--- config.mk ---
export PLATFORM = sky130hd
export DESIGN_NAME = cmd_pkt_wrapper
export DESIGN_NICKNAME = d
export VERILOG_FILES = /design/src/rtl/cmd_pkt_pkg.sv /design/src/rtl/resp_tx_q.sv /design/src/rtl/cmd_pkt_wrapper.sv
export SDC_FILE = /design/constraint.sdc
export NUM_CORES = 1
export LEC_CHECK = 0
export CAP_MARGIN = 20
export CORE_MARGIN = 2
export CORE_UTILIZATION = 45
export DETAILED_ROUTE_END_ITERATION = 10
export PLACE_DENSITY = 0.8
export RECOVER_POWER = 25
export SLEW_MARGIN = 20
export SYNTH_ARGS = -nofsm -noshare
export SYNTH_HDL_FRONTEND = slang
export SYNTH_SLANG_ARGS = --single-unit
--- constraint.sdc ---
create_clock -name clk -period 3.9 [get_ports clk]
set_input_delay 0.39 -clock clk [delete_from_list [all_inputs] [get_ports clk]]
set_output_delay 0.39 -clock clk [all_outputs]
set_load 0.005 [all_outputs]
--- src/rtl/cmd_pkt_pkg.sv ---
// rtl/cmd_pkt_pkg.sv - shared types and constants for the command packet wrapper
package cmd_pkt_pkg;

    typedef enum logic [1:0] {
        WAIT_CMD = 2'd0,
        WAIT_HI  = 2'd1,
        WAIT_LO  = 2'd2
    } rx_state_t;

    typedef enum logic {
        TX_IDLE = 1'b0,
        TX_BUSY = 1'b1
    } tx_state_t;

    localparam logic [7:0] RESP_ACK  = 8'hA5;

    // Command code range understood by the command-configuration stage
    localparam logic [7:0] CMD_FIRST = 8'h01;
    localparam logic [7:0] CMD_LAST  = 8'h08;

    function automatic logic is_known_cmd(input logic [7:0] code);
        return (code >= CMD_FIRST) && (code <= CMD_LAST);
    endfunction

endpackage

--- src/rtl/resp_tx_q.sv ---
// rtl/resp_tx_q.sv - response transmit FSM with a 1-deep pending byte buffer
module resp_tx_q
    import cmd_pkt_pkg::*;
(
    input  logic       clk,
    input  logic       rst_n,
    input  logic       send_resp,
    input  logic [7:0] resp,
    input  logic       tx_done,
    output logic       trmt,
    output logic [7:0] tx_data,
    output logic       resp_sent,
    output logic       resp_drop
);

    tx_state_t  state, state_nxt;
    logic [7:0] pend, pend_nxt;
    logic       pend_vld, pend_vld_nxt;
    logic [7:0] tx_data_nxt;
    logic       trmt_nxt, sent_nxt, drop_nxt;

    always_ff @(posedge clk or negedge rst_n) begin
        if (!rst_n) begin
            state     <= TX_IDLE;
            pend      <= 8'h00;
            pend_vld  <= 1'b0;
            tx_data   <= 8'h00;
            trmt      <= 1'b0;
            resp_sent <= 1'b0;
            resp_drop <= 1'b0;
        end else begin
            state     <= state_nxt;
            pend      <= pend_nxt;
            pend_vld  <= pend_vld_nxt;
            tx_data   <= tx_data_nxt;
            trmt      <= trmt_nxt;
            resp_sent <= sent_nxt;
            resp_drop <= drop_nxt;
        end
    end

    always_comb begin
        state_nxt    = state;
        pend_nxt     = pend;
        pend_vld_nxt = pend_vld;
        tx_data_nxt  = tx_data;
        trmt_nxt     = 1'b0;
        sent_nxt     = 1'b0;
        drop_nxt     = 1'b0;
        case (state)
            TX_IDLE: begin
                if (send_resp) begin
                    tx_data_nxt = resp;
                    trmt_nxt    = 1'b1;
                    state_nxt   = TX_BUSY;
                end
            end
            TX_BUSY: begin
                if (tx_done && pend_vld) begin
                    // Old pending goes out; a coincident request takes its slot
                    tx_data_nxt  = pend;
                    trmt_nxt     = 1'b1;
                    pend_vld_nxt = send_resp;
                    if (send_resp) pend_nxt = resp;
                end else if (tx_done) begin
                    if (send_resp) begin
                        tx_data_nxt = resp;
                        trmt_nxt    = 1'b1;
                    end else begin
                        state_nxt = TX_IDLE;
                        sent_nxt  = 1'b1;
                    end
                end else if (send_resp) begin
                    drop_nxt     = pend_vld;
                    pend_nxt     = resp;
                    pend_vld_nxt = 1'b1;
                end
            end
            default: state_nxt = TX_IDLE;
        endcase
    end

endmodule

--- src/rtl/cmd_pkt_wrapper.sv ---
// rtl/cmd_pkt_wrapper.sv - UART byte stream to 3-byte command packets, responses back out
module cmd_pkt_wrapper
    import cmd_pkt_pkg::*;
#(
    parameter int TMO_W = 22
) (
    input  logic        clk,
    input  logic        rst_n,
    input  logic        rx_rdy,
    input  logic [7:0]  rx_data,
    output logic        clr_rx_rdy,
    output logic        cmd_rdy,
    output logic [7:0]  cmd,
    output logic [15:0] data,
    input  logic        clr_cmd_rdy,
    input  logic        send_resp,
    input  logic [7:0]  resp,
    output logic        trmt,
    output logic [7:0]  tx_data,
    input  logic        tx_done,
    output logic        resp_sent,
    output logic        pkt_tmo,
    output logic        resp_drop
);

    rx_state_t        rx_state, rx_nxt;
    logic [7:0]       cmd_sh, hi_sh;
    logic [TMO_W-1:0] tmo_cnt;
    logic             tmo_hit, pkt_done;

    assign clr_rx_rdy = rx_rdy;

    // A byte landing on the all-ones cycle wins over the timeout
    assign tmo_hit = (rx_state != WAIT_CMD) && (&tmo_cnt) && !rx_rdy;

    always_ff @(posedge clk or negedge rst_n) begin
        if (!rst_n) rx_state <= WAIT_CMD;
        else        rx_state <= rx_nxt;
    end

    always_comb begin
        rx_nxt   = rx_state;
        pkt_done = 1'b0;
        case (rx_state)
            WAIT_CMD: if (rx_rdy) rx_nxt = WAIT_HI;
            WAIT_HI: begin
                if (rx_rdy)       rx_nxt = WAIT_LO;
                else if (tmo_hit) rx_nxt = WAIT_CMD;
            end
            WAIT_LO: begin
                if (rx_rdy) begin
                    rx_nxt   = WAIT_CMD;
                    pkt_done = 1'b1;
                end else if (tmo_hit) begin
                    rx_nxt = WAIT_CMD;
                end
            end
            default: rx_nxt = WAIT_CMD;
        endcase
    end

    always_ff @(posedge clk or negedge rst_n) begin
        if (!rst_n) begin
            cmd_sh  <= 8'h00;
            hi_sh   <= 8'h00;
            tmo_cnt <= '0;
        end else begin
            if (rx_rdy && rx_state == WAIT_CMD) cmd_sh <= rx_data;
            if (rx_rdy && rx_state == WAIT_HI)  hi_sh  <= rx_data;
            if (rx_state == WAIT_CMD || rx_rdy || tmo_hit) tmo_cnt <= '0;
            else                                           tmo_cnt <= tmo_cnt + TMO_W'(1);
        end
    end

    // Packet outputs move only on completion so downstream sees a stable packet
    always_ff @(posedge clk or negedge rst_n) begin
        if (!rst_n) begin
            cmd     <= 8'h00;
            data    <= 16'h0000;
            cmd_rdy <= 1'b0;
            pkt_tmo <= 1'b0;
        end else begin
            pkt_tmo <= tmo_hit;
            if (pkt_done) begin
                cmd     <= cmd_sh;
                data    <= {hi_sh, rx_data};
                cmd_rdy <= 1'b1;
            end else if (clr_cmd_rdy) begin
                cmd_rdy <= 1'b0;
            end
        end
    end

    resp_tx_q u_resp_tx_q (
        .clk       (clk),
        .rst_n     (rst_n),
        .send_resp (send_resp),
        .resp      (resp),
        .tx_done   (tx_done),
        .trmt      (trmt),
        .tx_data   (tx_data),
        .resp_sent (resp_sent),
        .resp_drop (resp_drop)
    );

endmodule

==> results.toml, run 1 <==
[sta]
setup_viol = 0
period_needed_ps = 2300
tns_ps = 0
slew_viol_final = 88
worstMarginPinSlew_ps = 2080
fin_crit_sh = 0.589
rsz0062_at_grt = "no"
timing_hold_violations_final = 0
slew_headroom = -0.386
fmax_ghz = 0.435
clock-skew-final_ps = 15.7

[flow_run]
maxCapViolations = 1

[finish]
drive_gt1_frac = 0.206
fill_cells = 658
fin_area_mm2 = 0.00456
fin_util = 0.583
final_common_cell = "dfrtp_1"
nNetsFinal = 373
diodes = 0
layout_common_cells = "dfrtp_1, clkdlybuf4s50_1, mux2_2"
syn_to_final_growth_pct = 24.0

[clock_tree]
cts_setup_buffers = 0
clock_sinks = 87
htree_num_levels = 3
cts_resized = 0
clk_latency_ps = 360
cts_root_buffer = "clkbuf_8"
clockBufferDepth = 2
cts_tree = "built"
cts_hold_buffers = 0
path_clk_slew_ps = 90
numCtsBuffers = 9

[power_and_ir_drop]
power_density_mw_per_mm2 = 625
ir_drop_v = 0.000372
p_leak_nw = 1.86

[setup_path]
critPathLaunchType = "flop"
critical_path_arrival_ps = 2520
cp.required_ps = 4120
cp_max_fo = 17
path_class = "flop to flop"
crit_path_end_kind = "flop"

[logic_synthesis]
synth.distinct_cells = 40
synth-main-ff-cell = "dfrtp_1"
avgSynthCellArea_um2 = 12.6
synth_fp_nets = 314
ys_async_sr_fraction = 1.00
synth_area_mm2 = 0.00367
seq_area_frac_synth = 0.593
ys_warn_count = 0
synth-edff-count = 0
ys_ff_latch = 87
syn_inst = 291

[detailed_routing]
routed_wl_um = 6870
drc = 0
drt_iter0_markers = 113
routedWlPerCell_um = 15.0
drtAntennaViolNets = 0
dr.pass1.iters = 4
vias_per_cell = 5.34
vias = 2440

[floorplanning]
die_w_um = 94.4
core_area_mm2 = 0.00781
pin_count = 60
floorplan.rows = 32
die-area_mm2 = 0.00890
start_util = 0.471
fp.dieH_um = 94.4

[place]
place_congestion = 0.733
place.detailed.hpwl_um = 4610
placed_area_mm2 = 0.00434
buffer_ports.inserted = 59

[global_route]
antenna_found_initial = 0
grt_overflow = 0
track_usage = 0.167
grt_max_degree = 88
grt_pass1_wl_um = 11600
grt_pass1_vias = 2458

[min_path]
hp-class = "flop to flop"

[outcome]
violations = "capacitance limit, slew limit"
status = "complete, but fails checks"
-- path summary, 6_finish.rpt --
check / start / to / slack, ps / cells after the start
worst max register to register: tmo_cnt[0] / tmo_cnt[8] / 1600 / 5
min in group asynchronous: rst_n / tmo_cnt[5] / 630 / 1
worst min-delay path: hi_sh[1] / data[9] / 510 / 1
worst min register to register: hi_sh[1] / data[9] / 510 / 1
max in group asynchronous: rst_n / data[10] / 2060 / 1
worst max-delay path: tmo_cnt[0] / tmo_cnt[8] / 1600 / 5
-- per-stage QoR --
| step | instances | setup slack (ps) | hold slack [ps] | power, W |
|---|---|---|---|---|
| final | 457 | 1600 | 509 | 0.00285 |
| after global routing | 457 | 1420 | 528 | 0.00301 |
| after CTS | 457 | 1590 | 264 | 0.00288 |
| after detailed placement | 441 | 1590 | 492 | 0.00221 |
| after global placement | 441 | 1660 | 482 | 0.00217 |
| after floorplan | 291 | 1900 | 94.4 | 0.00175 |
-- flip-flops by register name, indices dropped and copies added (netlist names), 2 cells and up --
signal               cells
rx_state                 2
hi_sh                    8
u_resp_tx_q.pend         8
data                    16
cmd                      8
u_resp_tx_q.tx_data      8
tmo_cnt                 22
cmd_sh                   8
-- worst max-delay path, cell delays in order, from the launching register on --
cell and delay, ps:
dfrtp_1 420, ha_1 250, nand4_2 200, or4_1 750, o21ai_4 450, nor2_1 100
-- power breakdown --
part / internal [W] / switching [W] / leakage, nW / total [W]
registers: 0.00118 / 0.000162 / 1.08 / 0.00134
logic: 0.000548 / 0.000288 / 0.673 / 0.000835
clock network: 0.000316 / 0.000356 / 0.111 / 0.000672
total: 0.00204 / 0.000805 / 1.86 / 0.00285
-- cells by family (layout without fill, tap and decap cells) --
kind of cell    count (synthesis)  count (layout)  synth area share
flops                          87              87             0.593
simple gates                   81              81             0.121
mux                            57              57             0.172
compound gates                 35              35            0.0599
buf+inv                        18              82            0.0225
xor+xnor                       12              12            0.0286
fa+ha+maj                       1               1           0.00341
-- cells in the mapped netlist (3+ instances only) --
master	number	area, µm²
nand3_1	11	55.1
clkbuf_1	7	26.3
mux2_2	48	541
o22ai_1	8	50.1
inv_1	6	22.5
nor3_1	4	20.0
nor2_1	23	86.3
mux2i_1	9	90.1
nand3b_1	3	22.5
dfrtp_1	87	2180
nand2_1	10	37.5
or3_1	5	31.3
xnor2_1	9	78.8
a22oi_1	8	60.1
nor4_1	5	31.3
a21oi_1	9	45.0
xor2_1	3	26.3
o21ai_0	7	35.0
-- metal layers --
layer / global-route usage / wire length (µm) / up-vias
met5: 0 / 0 / -
met4: 0.0471 / 53 / 0
met3: 0.0503 / 262 / 4
met2: 0.273 / 3410 / 52
met1: 0.220 / 3150 / 1222
li1: - / - / 1162
-- area by class of cell --
class | instances | area [µm²] | area share
clock buffers | 9 | 124 | 0.0272
clock inverters | 7 | 97.6 | 0.0214
inverters | 6 | 22.5 | 0.00494
multi-input cells | 186 | 1410 | 0.310
well taps | 102 | 128 | 0.0280
repair buffers | 60 | 593 | 0.130
flip-flops and latches | 87 | 2180 | 0.478
Power figures use the tool's default switching activity.
==> inputs of run 2 (changes only) <==
PLACE_DENSITY = 0.83   (was 0.8)
clock period = 1.97 ns   (was 3.9 ns; I/O delays follow)
==> run 2 against run 1 <==
  * The run now ends clean
  * Combinational power increased by 110%
  * Register-to-register slack worse by 1400 ps
  * Clock skew shrank 8.7 ps
  * Critical path depth unchanged
  * Flip-flop and latch count did not move
  * Clock-buffer cell count is the same
  * First-iteration DRC count grew 8.0%
  * Clock power increased by 68%
  * Cell area grew 2.4%
==> results.toml, run 2 (synthesis results as in run 1) <==
[sta]
rsz0062_at_grt = "no"
hold_ws_ps = 404
slew_headroom = 0.321
timing_hold_violations_final = 0
tns_ps = 0
fmax_ghz = 0.555
fin_crit_sh = 0.915
setup_viol = 0
slew_viol_final = 0
worstMarginPinSlew_ps = 1020
clock-skew-final_ps = 6.93
period_needed_ps = 1800

[clock_tree]
path_clk_slew_ps = 90
clockBufferDepth = 2
cts_tree = "built"
cts_root_buffer = "clkbuf_8"
clock_sinks = 87
htree_num_levels = 3
cts_setup_buffers = 0
clk_latency_ps = 350
numCtsBuffers = 9

[finish]
syn_to_final_growth_pct = 27.0
top_register = "tmo_cnt"
diodes = 0
largest_reg_flops = 22
fin_area_mm2 = 0.00467
fill_cells = 625
drive_gt1_frac = 0.238
final_common_cell = "dfrtp_1"
reg.largest.list = "tmo_cnt: 22 flops, data: 16 flops"
layout_common_cells = "dfrtp_1, clkdlybuf4s50_1, mux2_2"
nNetsFinal = 387
fin_util = 0.598

[setup_path]
cp_max_fo = 6
path_buf_inv = 0
cp.required_ps = 2240
slowest_delay_ps = 550
worst-path-stages = 5
critPathLaunchType = "flop"
crit_path_end_kind = "flop"
path_class = "flop to flop"
reg2reg_depth = 5
critical_path_arrival_ps = 2070
cpLargestDelayFamily = "simple AND/OR/NAND/NOR gates"
slowest_stage = "or4_4"
path_cells = "ha_2 -> nand4_2 -> or4_4 -> or3_1 -> a21oi_1"

[power_and_ir_drop]
ir_drop_v = 0.000932
p_sw_w = 0.00156
comb_power_share = 0.320
p_int_w = 0.00399
clkPwrFrac = 0.204
power_frac_seq = 0.476
power_density_mw_per_mm2 = 1190
p_leak_nw = 1.92
swShare = 0.281

[min_path]
hold_depth = 2
hp-class = "input pin to flop"

[floorplanning]
die-area_mm2 = 0.00890
die_w_um = 94.4
floorplan.rows = 32
core_area_mm2 = 0.00781
start_util = 0.471
pin_count = 60
fp.dieH_um = 94.4

[detailed_routing]
routedWlPerCell_um = 14.8
dr.pass1.iters = 4
vias = 2472
routed_wl_um = 6990
drc = 0
drt_iter0_markers = 122
vias_per_cell = 5.25
drtAntennaViolNets = 0

[global_route]
track_usage = 0.174
grt_max_degree = 48
antenna_found_initial = 0
grt_overflow = 0
grt_pass1_vias = 2582
grt_pass1_wl_um = 12100

[outcome]
status = "complete, no violations"

[place]
placed_area_mm2 = 0.00447
place_congestion = 0.885
place.detailed.hpwl_um = 4940
buffer_ports.inserted = 59

[flow_run]
maxCapViolations = 0
## run 2: stage by stage
stage / instances / setup WS [ps] / total power [W]
6_report: 471 / 168 / 0.00554
5_1_grt: 471 / 60.5 / 0.00588
4_1_cts: 471 / 1.03 / 0.00562
3_5_place_dp: 454 / 25.5 / 0.00447
3_3_place_gp: 454 / 133 / 0.00439
2_1_floorplan: 291 / 1.80 / 0.00346
## run 2: repair_timing
action / in CTS / in global routing
hold buffers: 1 / 0
hold endpoints to repair: 40 / 0
resized for setup: 0 / 1
setup endpoints to repair: 0 / 7
## run 2: area by class of cell
type | instances | area [µm²] | share of cell area
multi-input cells | 186 | 1420 | 0.304
clock inverters | 7 | 56.3 | 0.0121
inverters | 6 | 22.5 | 0.00483
repair buffers | 74 | 738 | 0.158
clock buffers | 9 | 124 | 0.0265
well taps | 102 | 128 | 0.0274
flip-flops and latches | 87 | 2180 | 0.467
## run 2: worst paths after layout
path,startpoint,endpoint,slack (ps)
setup / recovery,tmo_cnt[0],tmo_cnt[20],170
hold / removal,clr_cmd_rdy,cmd_rdy,400
setup reg to reg,tmo_cnt[0],tmo_cnt[20],170
hold reg to reg,hi_sh[1],data[9],510
max in group asynchronous,rst_n,u_resp_tx_q.pend_vld,650
min in group asynchronous,rst_n,cmd[3],550
## run 2: power groups by stage
| stage | Clock, W | Combinational (W) | Sequential, W |
|---|---|---|---|
| 2_1_floorplan | 0 | 0.000819 | 0.00264 |
| 3_3_place_gp | 0 | 0.00175 | 0.00264 |
| 3_5_place_dp | 0 | 0.00180 | 0.00267 |
| 4_1_cts | 0.00117 | 0.00181 | 0.00264 |
| 5_1_grt | 0.00124 | 0.00193 | 0.00272 |
| 6_report | 0.00113 | 0.00177 | 0.00264 |
## run 2: layer usage
metal  vias up  global-route usage  part of all wire
met5         -                   0                 0
met1      1237               0.225              0.44
met4         0              0.0531             0.013
met3         7              0.0559             0.036
met2        40               0.283              0.51
li1       1188                   -                 -
